--- config.mk ---
export PLATFORM = sky130hd
export DESIGN_NAME = count_sequencer
export DESIGN_NICKNAME = d
export VERILOG_FILES = /design/src/rtl/count_pkg.sv /design/src/rtl/tick_prescaler.sv /design/src/rtl/count_sequencer.sv
export SDC_FILE = /design/constraint.sdc
export NUM_CORES = 1
export LEC_CHECK = 0
export CORE_ASPECT_RATIO = 2
export CORE_MARGIN = 2
export CORE_UTILIZATION = 40
export DETAILED_ROUTE_END_ITERATION = 7
export GPL_ROUTABILITY_DRIVEN = 0
export PLACE_DENSITY = 0.55
export REMOVE_ABC_BUFFERS = 1
export SLEW_MARGIN = 40
export SYNTH_ARGS = -nofsm -noshare
export SYNTH_HDL_FRONTEND = slang
export SYNTH_SLANG_ARGS = --single-unit
--- constraint.sdc ---
create_clock -name CLK -period 3.9 [get_ports CLK]
set_input_delay 1.17 -clock CLK [delete_from_list [all_inputs] [get_ports CLK]]
set_output_delay 1.17 -clock CLK [all_outputs]
set_load 0.005 [all_outputs]
--- src/rtl/count_pkg.sv ---
// Shared state encodings for the count sequencer and its prescaler.
package count_pkg;

  localparam int unsigned STATE_W = 2;

  typedef enum logic [STATE_W-1:0] {
    ST_IDLE  = 2'b00,
    ST_RUN   = 2'b01,
    ST_PAUSE = 2'b10,
    ST_DONE  = 2'b11
  } state_e;

endpackage

--- src/rtl/tick_prescaler.sv ---
// Divides CLK down to a step rate; TC flags the wrap cycle while enabled.
module tick_prescaler #(
  parameter int unsigned DIV_MODULO = 12500000,
  parameter int unsigned DIV_WIDTH  = 24
) (
  input  logic CLK,
  input  logic RST,
  input  logic EN,
  input  logic CLR,
  output logic TC
);

  localparam logic [DIV_WIDTH-1:0] LAST_CNT = DIV_WIDTH'(DIV_MODULO - 1);

  logic [DIV_WIDTH-1:0] cnt_q;

  assign TC = EN && (cnt_q == LAST_CNT);

  always_ff @(posedge CLK) begin
    if (RST || CLR) begin
      cnt_q <= '0;
    end else if (EN) begin
      cnt_q <= (cnt_q == LAST_CNT) ? '0 : cnt_q + 1'b1;
    end
  end

endmodule

--- src/rtl/count_sequencer.sv ---
// Run-control FSM and up/down digit counter stepped by the tick prescaler.
module count_sequencer
  import count_pkg::*;
#(
  parameter int unsigned DIV_MODULO   = 12500000,
  parameter int unsigned DIV_WIDTH    = 24,
  parameter int unsigned DIGIT_MODULO = 10,
  parameter int unsigned WIDTH        = 4
) (
  input  logic               CLK,
  input  logic               RST,
  input  logic               START,
  input  logic               STOP,
  input  logic               CLEAR,
  input  logic               UP,
  input  logic [WIDTH-1:0]   LIMIT,
  input  logic               AUTO_RELOAD,
  output logic [WIDTH-1:0]   COUNT,
  output logic               TICK,
  output logic               DONE,
  output logic               RUNNING,
  output logic [STATE_W-1:0] STATE
);

  localparam logic [WIDTH-1:0] MAX_DIGIT = WIDTH'(DIGIT_MODULO - 1);

  state_e           state_q, state_d;
  logic [WIDTH-1:0] count_q, count_d;
  logic [WIDTH-1:0] limit_q, limit_d;
  logic             dir_q, dir_d;
  logic             tick_q, tick_d;
  logic             done_q, done_d;
  logic             running_q;

  logic             presc_en, presc_clr, presc_tc;
  logic [WIDTH-1:0] limit_clamped, end_val, start_val, next_val;

  // STOP and CLEAR pre-empt the prescaler on the edge they are sampled.
  assign presc_en = (state_q == ST_RUN) && !CLEAR && !STOP;

  tick_prescaler #(
    .DIV_MODULO(DIV_MODULO),
    .DIV_WIDTH (DIV_WIDTH)
  ) u_prescaler (
    .CLK(CLK),
    .RST(RST),
    .EN (presc_en),
    .CLR(presc_clr),
    .TC (presc_tc)
  );

  assign limit_clamped = (32'(LIMIT) >= DIGIT_MODULO) ? MAX_DIGIT : LIMIT;
  assign end_val       = dir_q ? limit_q : '0;
  assign start_val     = dir_q ? '0 : limit_q;

  always_comb begin
    state_d   = state_q;
    count_d   = count_q;
    limit_d   = limit_q;
    dir_d     = dir_q;
    tick_d    = 1'b0;
    done_d    = 1'b0;
    presc_clr = 1'b0;
    next_val  = (count_q == end_val) ? start_val :
                dir_q ? count_q + 1'b1 : count_q - 1'b1;

    if (CLEAR) begin
      state_d   = ST_IDLE;
      count_d   = '0;
      presc_clr = 1'b1;
    end else if (STOP) begin
      if (state_q == ST_RUN) state_d = ST_PAUSE;
    end else if (START && (state_q == ST_IDLE || state_q == ST_DONE)) begin
      dir_d     = UP;
      limit_d   = limit_clamped;
      count_d   = UP ? '0 : limit_clamped;
      presc_clr = 1'b1;
      state_d   = ST_RUN;
    end else if (START && state_q == ST_PAUSE) begin
      state_d = ST_RUN;
    end else if (presc_tc) begin
      tick_d  = 1'b1;
      count_d = next_val;
      if (next_val == end_val) begin
        done_d = 1'b1;
        if (!AUTO_RELOAD) state_d = ST_DONE;
      end
    end
  end

  always_ff @(posedge CLK) begin
    if (RST) begin
      state_q   <= ST_IDLE;
      count_q   <= '0;
      limit_q   <= MAX_DIGIT;
      dir_q     <= 1'b1;
      tick_q    <= 1'b0;
      done_q    <= 1'b0;
      running_q <= 1'b0;
    end else begin
      state_q   <= state_d;
      count_q   <= count_d;
      limit_q   <= limit_d;
      dir_q     <= dir_d;
      tick_q    <= tick_d;
      done_q    <= done_d;
      running_q <= (state_d == ST_RUN);
    end
  end

  assign COUNT   = count_q;
  assign TICK    = tick_q;
  assign DONE    = done_q;
  assign RUNNING = running_q;
  assign STATE   = state_q;

endmodule

Word-level counts from Yosys, hierarchy flattened:

Index checks and enable logic that the tools add are counted.

* input port bits: 11
* bits in registers: 38

* equal/unequal tests: 8
* magnitude comparators: 1
* add/sub/neg operators: 3
* bitwise logic cells: 3
* reductions and logical operators: 16
* muxes and demuxes: 23

Operators by type and width (number)
* 4-bit 2-to-1 mux: 9
* 24-bit by 1-bit adder with 24-bit output (second input constant): 1
* 24-bit == test (second input constant): 1
* 24-bit 2-to-1 mux: 1
* 2-bit 2-to-1 mux: 8
* 4-bit == test: 2
* 3-bit AND reduction: 2
* 6-bit OR reduction: 1
* 1-bit logical AND: 5
* 1-bit 2-to-1 mux: 5
* 5-bit OR reduction: 1
* 4-bit by 1-bit adder with 4-bit output (second input constant): 1
* 2-bit by 1-bit == test with 1-bit output (second input constant): 2
* 2-bit == test (second input constant): 2
* 4-bit greater-or-equal comparator (second input constant): 1
* 4-bit by 1-bit subtractor with 4-bit output (second input constant): 1
* 1-bit NOT: 3
* 1-bit logical NOT: 2
* 2-bit logical NOT: 1
* 1-bit logical OR: 2
* 2-bit != test (second input constant): 1
* 2-bit nonzero test: 1
* 2-bit OR reduction: 1

Longest topological paths before layout:

Gate-level depths: netlist (run 1).

* depth after elaboration: 11
* gate-level depth with buffers: 10
* gate-level depth less buffers: 8

Cells and area by module:

Synthesis (run 1) repeated with hierarchy kept, for this count alone.

* cells, all modules: 279
* area, all modules: 2296.0 um^2

By module, submodules not included
* tick_prescaler: cells each 135, seq. area each 480.5 um^2, area each 1152.4 um^2, instances 1
* count_sequencer: cells each 144, seq. area each 280.3 um^2, area each 1143.6 um^2, instances 1

Least setup slack after synthesis (run 1):

Ideal clock, no wire load.

* path kind: input to register
* start point: input port STOP
* end point: register count_q[3] (netlist: COUNT[3])
* stages: 6
* arrival: 2449 ps
* path buffers: 0
* library setup time: 119 ps
* slack: 1333 ps
* cell sequence: and4bb_1 nand4_1 a211o_1 a21oi_2 o31ai_1 o221a_1

* cells in the longest elaborated chain, start to end: 5

Ends and longest elaborated chain
* from (decl): RTL line count_sequencer.sv:13 `input logic STOP,`
* 1-bit logical NOT: RTL line count_sequencer.sv:39 `assign presc_en = (state_q == ST_RUN) && !CLEAR && !STOP;`
* 1-bit logical AND: RTL line count_sequencer.sv:39
* 1-bit logical AND: RTL line tick_prescaler.sv:17 `assign TC = EN && (cnt_q == LAST_CNT);`
* 2-bit nonzero test (no source line)
* 3-bit AND reduction (no source line) *
* to (signal assigned): RTL line count_sequencer.sv:102 `count_q <= count_d;`
* to (decl): RTL line count_sequencer.sv:28 `logic [WIDTH-1:0] count_q, count_d;`

Mark *: on every way between the ends. The rest lies on a longest branch, timed or not.
A chain may end at the register's enable or synchronous reset.

Worst setup path in the final report (run 1):

Ends and elaborated chain as after synthesis.

==> impl_metrics.json, run 1 <==
{
  "place_area_sq_mm": 0.00247,
  "power_w": 0.000768,
  "worstSetupEndpointType": "flip-flop",
  "hold_viol_final": 0,
  "power_frac_seq": 0.519,
  "antenna_left": 0,
  "start_util": 0.416,
  "hpwl_um": 4130,
  "grt_pass1_wl_um": 8910,
  "drc_errors": 0,
  "cp-start-kind": "input port",
  "yosys.area.top_type": "dfxtp_1",
  "hp-class": "flip-flop to flip-flop",
  "cts-resized-gates": 0,
  "n_antenna_cell": 0,
  "fin_skew_ps": 9.46,
  "drive_above_1_share": 0.101,
  "synth_edf_count": 0,
  "power.density_mw_per_mm2": 300,
  "combPwrFrac": 0.114,
  "fin_setup_tns_ps": 0,
  "clock_power_share": 0.367,
  "cts_hold_buf": 0,
  "drt-wirelength-per-cell_um": 15.8,
  "synth_area_per_cell_sq_um": 8.72,
  "cts_tree": "yes",
  "power.switching_w": 0.000193,
  "clock_sinks": 38,
  "power_switching_share": 0.252,
  "die_w_um": 57.4,
  "final_max_slew_viol_count": 0,
  "dr.pass1.iters": 4,
  "cts_buffers": 5,
  "critPathMaxFanout": 7,
  "core_sq_mm": 0.00547,
  "yosysMostFrequentCell": "nor2_1",
  "worst_slew_pin_slew_ps": 485,
  "yosys_register_bits": 38,
  "status": "complete, no violations",
  "worstPathCellList": "clkdlybuf4s50_1 > and4bb_1 > nand4_1 > a211o_1 > a21oi_2 > o31ai_1 > o221a_1",
  "fin_area_sq_mm": 0.00256,
  "cts.htree.levels": 2,
  "clk_latency_ps": 290,
  "min_period_ps": 3030,
  "synth_common_cells": "nor2_1 (42), dfxtp_1 (38), nand2_1 (22)",
  "cts-root-buf": "clkbuf_8",
  "synth_cell_type_count": 60,
  "track_usage": 0.179,
  "peakVddDrop_mv": 0.279,
  "required_ps": 4080,
  "crit_type": "input port to flip-flop",
  "fin_ws_ps": 872,
  "fmax_ghz": 0.330,
  "syn2layout_area_growth_pct": 12.4,
  "path_buf_inv": 1,
  "rsz0062_at_grt": "no",
  "postCtsSetupRepairBufs": 0,
  "pin_count": 20,
  "place_ws_ps": 572,
  "syn-cell-area_sq_mm": 0.00228,
  "cts_buffer_depth": 2,
  "syn_inst": 261,
  "synthFlopType": "dfxtp_1",
  "cap_viol_max_count": 0,
  "yosys-top-cells-area": "dfxtp_1 (33%), nor2_1 (6.9%), xor2_1 (6.5%)",
  "vias": 1867,
  "die_h_um": 111,
  "wl_um": 5330,
  "fp.dieArea_sq_mm": 0.00635,
  "grt_antenna_before_repair": 0,
  "leakagePower_nw": 0.939,
  "slew-limit-headroom": 0.677,
  "crit_arrival_ps": 3210,
  "ys.warnings.count": 0,
  "setup_violations": 0,
  "async_flop_share": 0,
  "grt_pass1_vias": 1879,
  "grt_max_degree": 25,
  "nets": 296,
  "cts.clk_slew.worst_paths_ps": 80,
  "grt-ovfl-total": 0,
  "max_stage_delay_ps": 530,
  "ys_seq_area_frac": 0.334,
  "cp_slowest_cell": "clkdlybuf4s50_1",
  "viasPerCell": 5.52,
  "synth.top_cell.area_share": 0.334,
  "period_share": 0.776,
  "p_int_w": 0.000575,
  "portBuffers": 19,
  "core.rowCount": 38,
  "cp_top_family": "compound AO/OA/AOI/OAI gates",
  "drt_iter0_drc": 56
}
registers in the layout, indices dropped and copies added (netlist names):
register,flops
TICK,1
limit_q,4
DONE,1
u_prescaler.cnt_q,24
STATE,2
COUNT,4
dir_q,1
RUNNING,1
worst register-to-register path: stages, from the launching register on:
cell and delay (ps):
dfxtp_1 310, buf_4 250, inv_1 160, ha_1 340, and3_4 210, or4_1 490, and3_1 190, o311a_1 160
and4_4 200, o21ba_1 160
final timing paths:
kind | startpoint | endpoint | slack (ps) | cells past startpoint
worst max register to register | dir_q$_SDFFE_PP1P_ | STATE[1]$_SDFF_PP0_ | 1330 | 9
worst min register to register | u_prescaler.cnt_q[9]$_SDFFE_PP0P_ | u_prescaler.cnt_q[9]$_SDFFE_PP0P_ | 510 | 2
worst max-delay path | STOP | COUNT[3]$_SDFFE_PP0P_ | 870 | 7
worst min-delay path | u_prescaler.cnt_q[9]$_SDFFE_PP0P_ | u_prescaler.cnt_q[9]$_SDFFE_PP0P_ | 510 | 2
kinds of logic (layout without fill, tap and decap cells):
logic type	after synthesis	after routing	share of synthesized area
fa+ha+maj	8	8	0.0473
buf+inv	21	38	0.0544
mux	7	7	0.0335
flops	38	38	0.334
compound gates	41	41	0.142
simple gates	120	120	0.285
xor+xnor	26	26	0.103
power groups by stage:
stage / combinational (W) / sequential, W / clock (W)
3_5_place_dp: 0.0000874 / 0.000408 / 0
5_1_grt: 0.0000968 / 0.000400 / 0.000307
4_1_cts: 0.0000881 / 0.000399 / 0.000289
3_3_place_gp: 0.0000876 / 0.000408 / 0
6_report: 0.0000877 / 0.000399 / 0.000282
2_1_floorplan: 0.0000525 / 0.000408 / 0
placed cells by master (no fill, tap or decap), types with 6 or more instances in the layout:
master / n
clkbuf_8: 6
nand3_1: 6
a21oi_1: 7
xor2_1: 17
nand4_1: 13
clkdlybuf4s50_1: 19
xnor2_1: 8
dfxtp_1: 38
inv_1: 9
nor2_1: 42
o21ai_0: 8
ha_1: 7
nand2_1: 22
stage by stage:
step / cells / util / hold WS, ps
after floorplan: 249 / - / 471
after global placement: 330 / 0.451 / 483
after detailed placement: 330 / 0.451 / 496
after CTS: 338 / 0.468 / 506
after global routing: 338 / 0.468 / 537
final: 338 / 0.468 / 506
metal layers:
layer,vias to the layer above,GRT usage,share of wire
li1,958,-,-
met1,866,0.181,0.38
met2,32,0.345,0.57
met3,11,0.0210,0.019
met4,0,0.0760,0.031
met5,-,0,0
final cells by class:
| class | count | area, sq um |
|---|---|---|
| Sequential cell | 38 | 761 |
| Inverter | 9 | 33.8 |
| Tap cell | 60 | 75.1 |
| Clock inverter | 1 | 5.00 |
| Fill cell | 537 | 2910 |
| Clock buffer | 7 | 86.3 |
| Multi-Input combinational cell | 202 | 1390 |
| Timing Repair Buffer | 21 | 205 |
(Power assumes the default switching activity.)
==> run 2: changes to the inputs <==
- clock period: 3.9 -> 3.2 ns (I/O delays scaled with it)
==> impl_metrics.json, run 2 (synthesis gave the netlist of run 1 again) <==
{
  "status": "complete, no violations",
  "worstSetupEndpointType": "flip-flop",
  "n_antenna_cell": 0,
  "grt_pass1_wl_um": 9180,
  "required_ps": 3390,
  "start_util": 0.416,
  "leakagePower_nw": 0.982,
  "cts_hold_buf": 0,
  "rsz0062_at_grt": "no",
  "cap_viol_max_count": 0,
  "drt_iter0_drc": 63,
  "antenna_left": 0,
  "largest_register_ffs": 24,
  "power_frac_seq": 0.440,
  "drc_errors": 0,
  "whs_path_depth": 2,
  "hold_viol_final": 0,
  "drive_above_1_share": 0.117,
  "grt_pass1_vias": 1973,
  "p_int_w": 0.000861,
  "critPathMaxFanout": 6,
  "setup_violations": 0,
  "final_max_slew_viol_count": 0,
  "power.switching_w": 0.000243,
  "fp.dieArea_sq_mm": 0.00635,
  "cts-resized-gates": 0,
  "final_cell_mix": "nor2_1 (42), dfxtp_1 (38), nand2_1 (22)",
  "largest_register": "u_prescaler.cnt_q",
  "die_h_um": 111,
  "cp-start-kind": "input port",
  "cts_buffer_depth": 2,
  "mostFrequentLayoutCell": "nor2_1",
  "fin_skew_ps": 3.58,
  "fmax_ghz": 0.367,
  "grt_antenna_before_repair": 0,
  "vias": 1947,
  "fin_setup_tns_ps": 0,
  "ff2ff_path_depth": 8,
  "n_fill_cell": 537,
  "drt-wirelength-per-cell_um": 15.8,
  "clock_power_share": 0.461,
  "track_usage": 0.186,
  "clock_sinks": 38,
  "dr.pass1.iters": 6,
  "cts_buffers": 5,
  "power_switching_share": 0.220,
  "cts.clk_slew.worst_paths_ps": 80,
  "hpwl_um": 4210,
  "grt_max_degree": 25,
  "combPwrFrac": 0.099,
  "peakVddDrop_mv": 0.275,
  "clk_latency_ps": 290,
  "postCtsSetupRepairBufs": 0,
  "hp-class": "flip-flop to flip-flop",
  "cts.htree.levels": 2,
  "power_w": 0.00110,
  "pin_count": 20,
  "portBuffers": 19,
  "slew-limit-headroom": 0.685,
  "syn2layout_area_growth_pct": 15.9,
  "crit_type": "input port to flip-flop",
  "fin_ws_ps": 474,
  "viasPerCell": 5.69,
  "place_ws_ps": 187,
  "crit_arrival_ps": 2910,
  "die_w_um": 57.4,
  "cts-root-buf": "clkbuf_8",
  "core.rowCount": 38,
  "grt-ovfl-total": 0,
  "wl_um": 5400,
  "worst_slew_pin_slew_ps": 468,
  "period_share": 0.852,
  "core_sq_mm": 0.00547,
  "min_period_ps": 2730,
  "nets": 300,
  "cts_tree": "yes",
  "power.density_mw_per_mm2": 418
}
## run 2: per-layer routing
layer / vias up / part of all wire / global-route usage
met5: - / 0 / 0
met3: 14 / 0.023 / 0.0257
met4: 0 / 0.045 / 0.101
met1: 925 / 0.36 / 0.182
met2: 42 / 0.57 / 0.350
li1: 966 / - / -
## run 2: through the flow
| stage | cell area [sq um] | util | hold slack (ps) | instances |
|---|---|---|---|---|
| after global routing | 2640 | 0.483 | 549 | 342 |
| after floorplan | 2190 | - | 471 | 249 |
| after global placement | 2500 | 0.457 | 486 | 334 |
| after CTS | 2640 | 0.483 | 519 | 342 |
| final | 2640 | 0.483 | 514 | 342 |
| after detailed placement | 2500 | 0.457 | 500 | 334 |
## run 2: worst paths after layout
| check | startpoint | endpoint | slack, ps |
|---|---|---|---|
| worst min-delay path | u_prescaler.cnt_q[23]$_SDFFE_PP0P_ | u_prescaler.cnt_q[23]$_SDFFE_PP0P_ | 510 |
| worst min register to register | u_prescaler.cnt_q[23]$_SDFFE_PP0P_ | u_prescaler.cnt_q[23]$_SDFFE_PP0P_ | 510 |
| worst max register to register | COUNT[0]$_SDFFE_PP0P_ | RUNNING$_SDFF_PP0_ | 740 |
| worst max-delay path | CLEAR | COUNT[3]$_SDFFE_PP0P_ | 470 |
## run 2: cell type report
type	count	area, sq um	share of cell area
timing repair buffer	25	235	0.0891
multi-input combinational	202	1390	0.527
inverter	9	33.8	0.0128
tap	60	75.1	0.0284
sequential	38	761	0.288
clock inverter	2	60.1	0.0227
clock buffer	6	82.6	0.0313
## run 2: power by group through the flow
stage	Sequential [W]	Clock, W	Combinational, W
after CTS	0.000486	0.000518	0.000109
final	0.000486	0.000509	0.000109
after global routing	0.000487	0.000537	0.000120
after global placement	0.000497	0	0.000109
after detailed placement	0.000497	0	0.000109
after floorplan	0.000497	0	0.0000640
## run 2: worst max-delay path, cell delays in order
cell and delay [ps]:
clkdlybuf4s50_1 510, and4bb_1 380, nand4_1 160, a211o_1 310
a21oi_2 260, o31ai_1 110, o221a_1 220
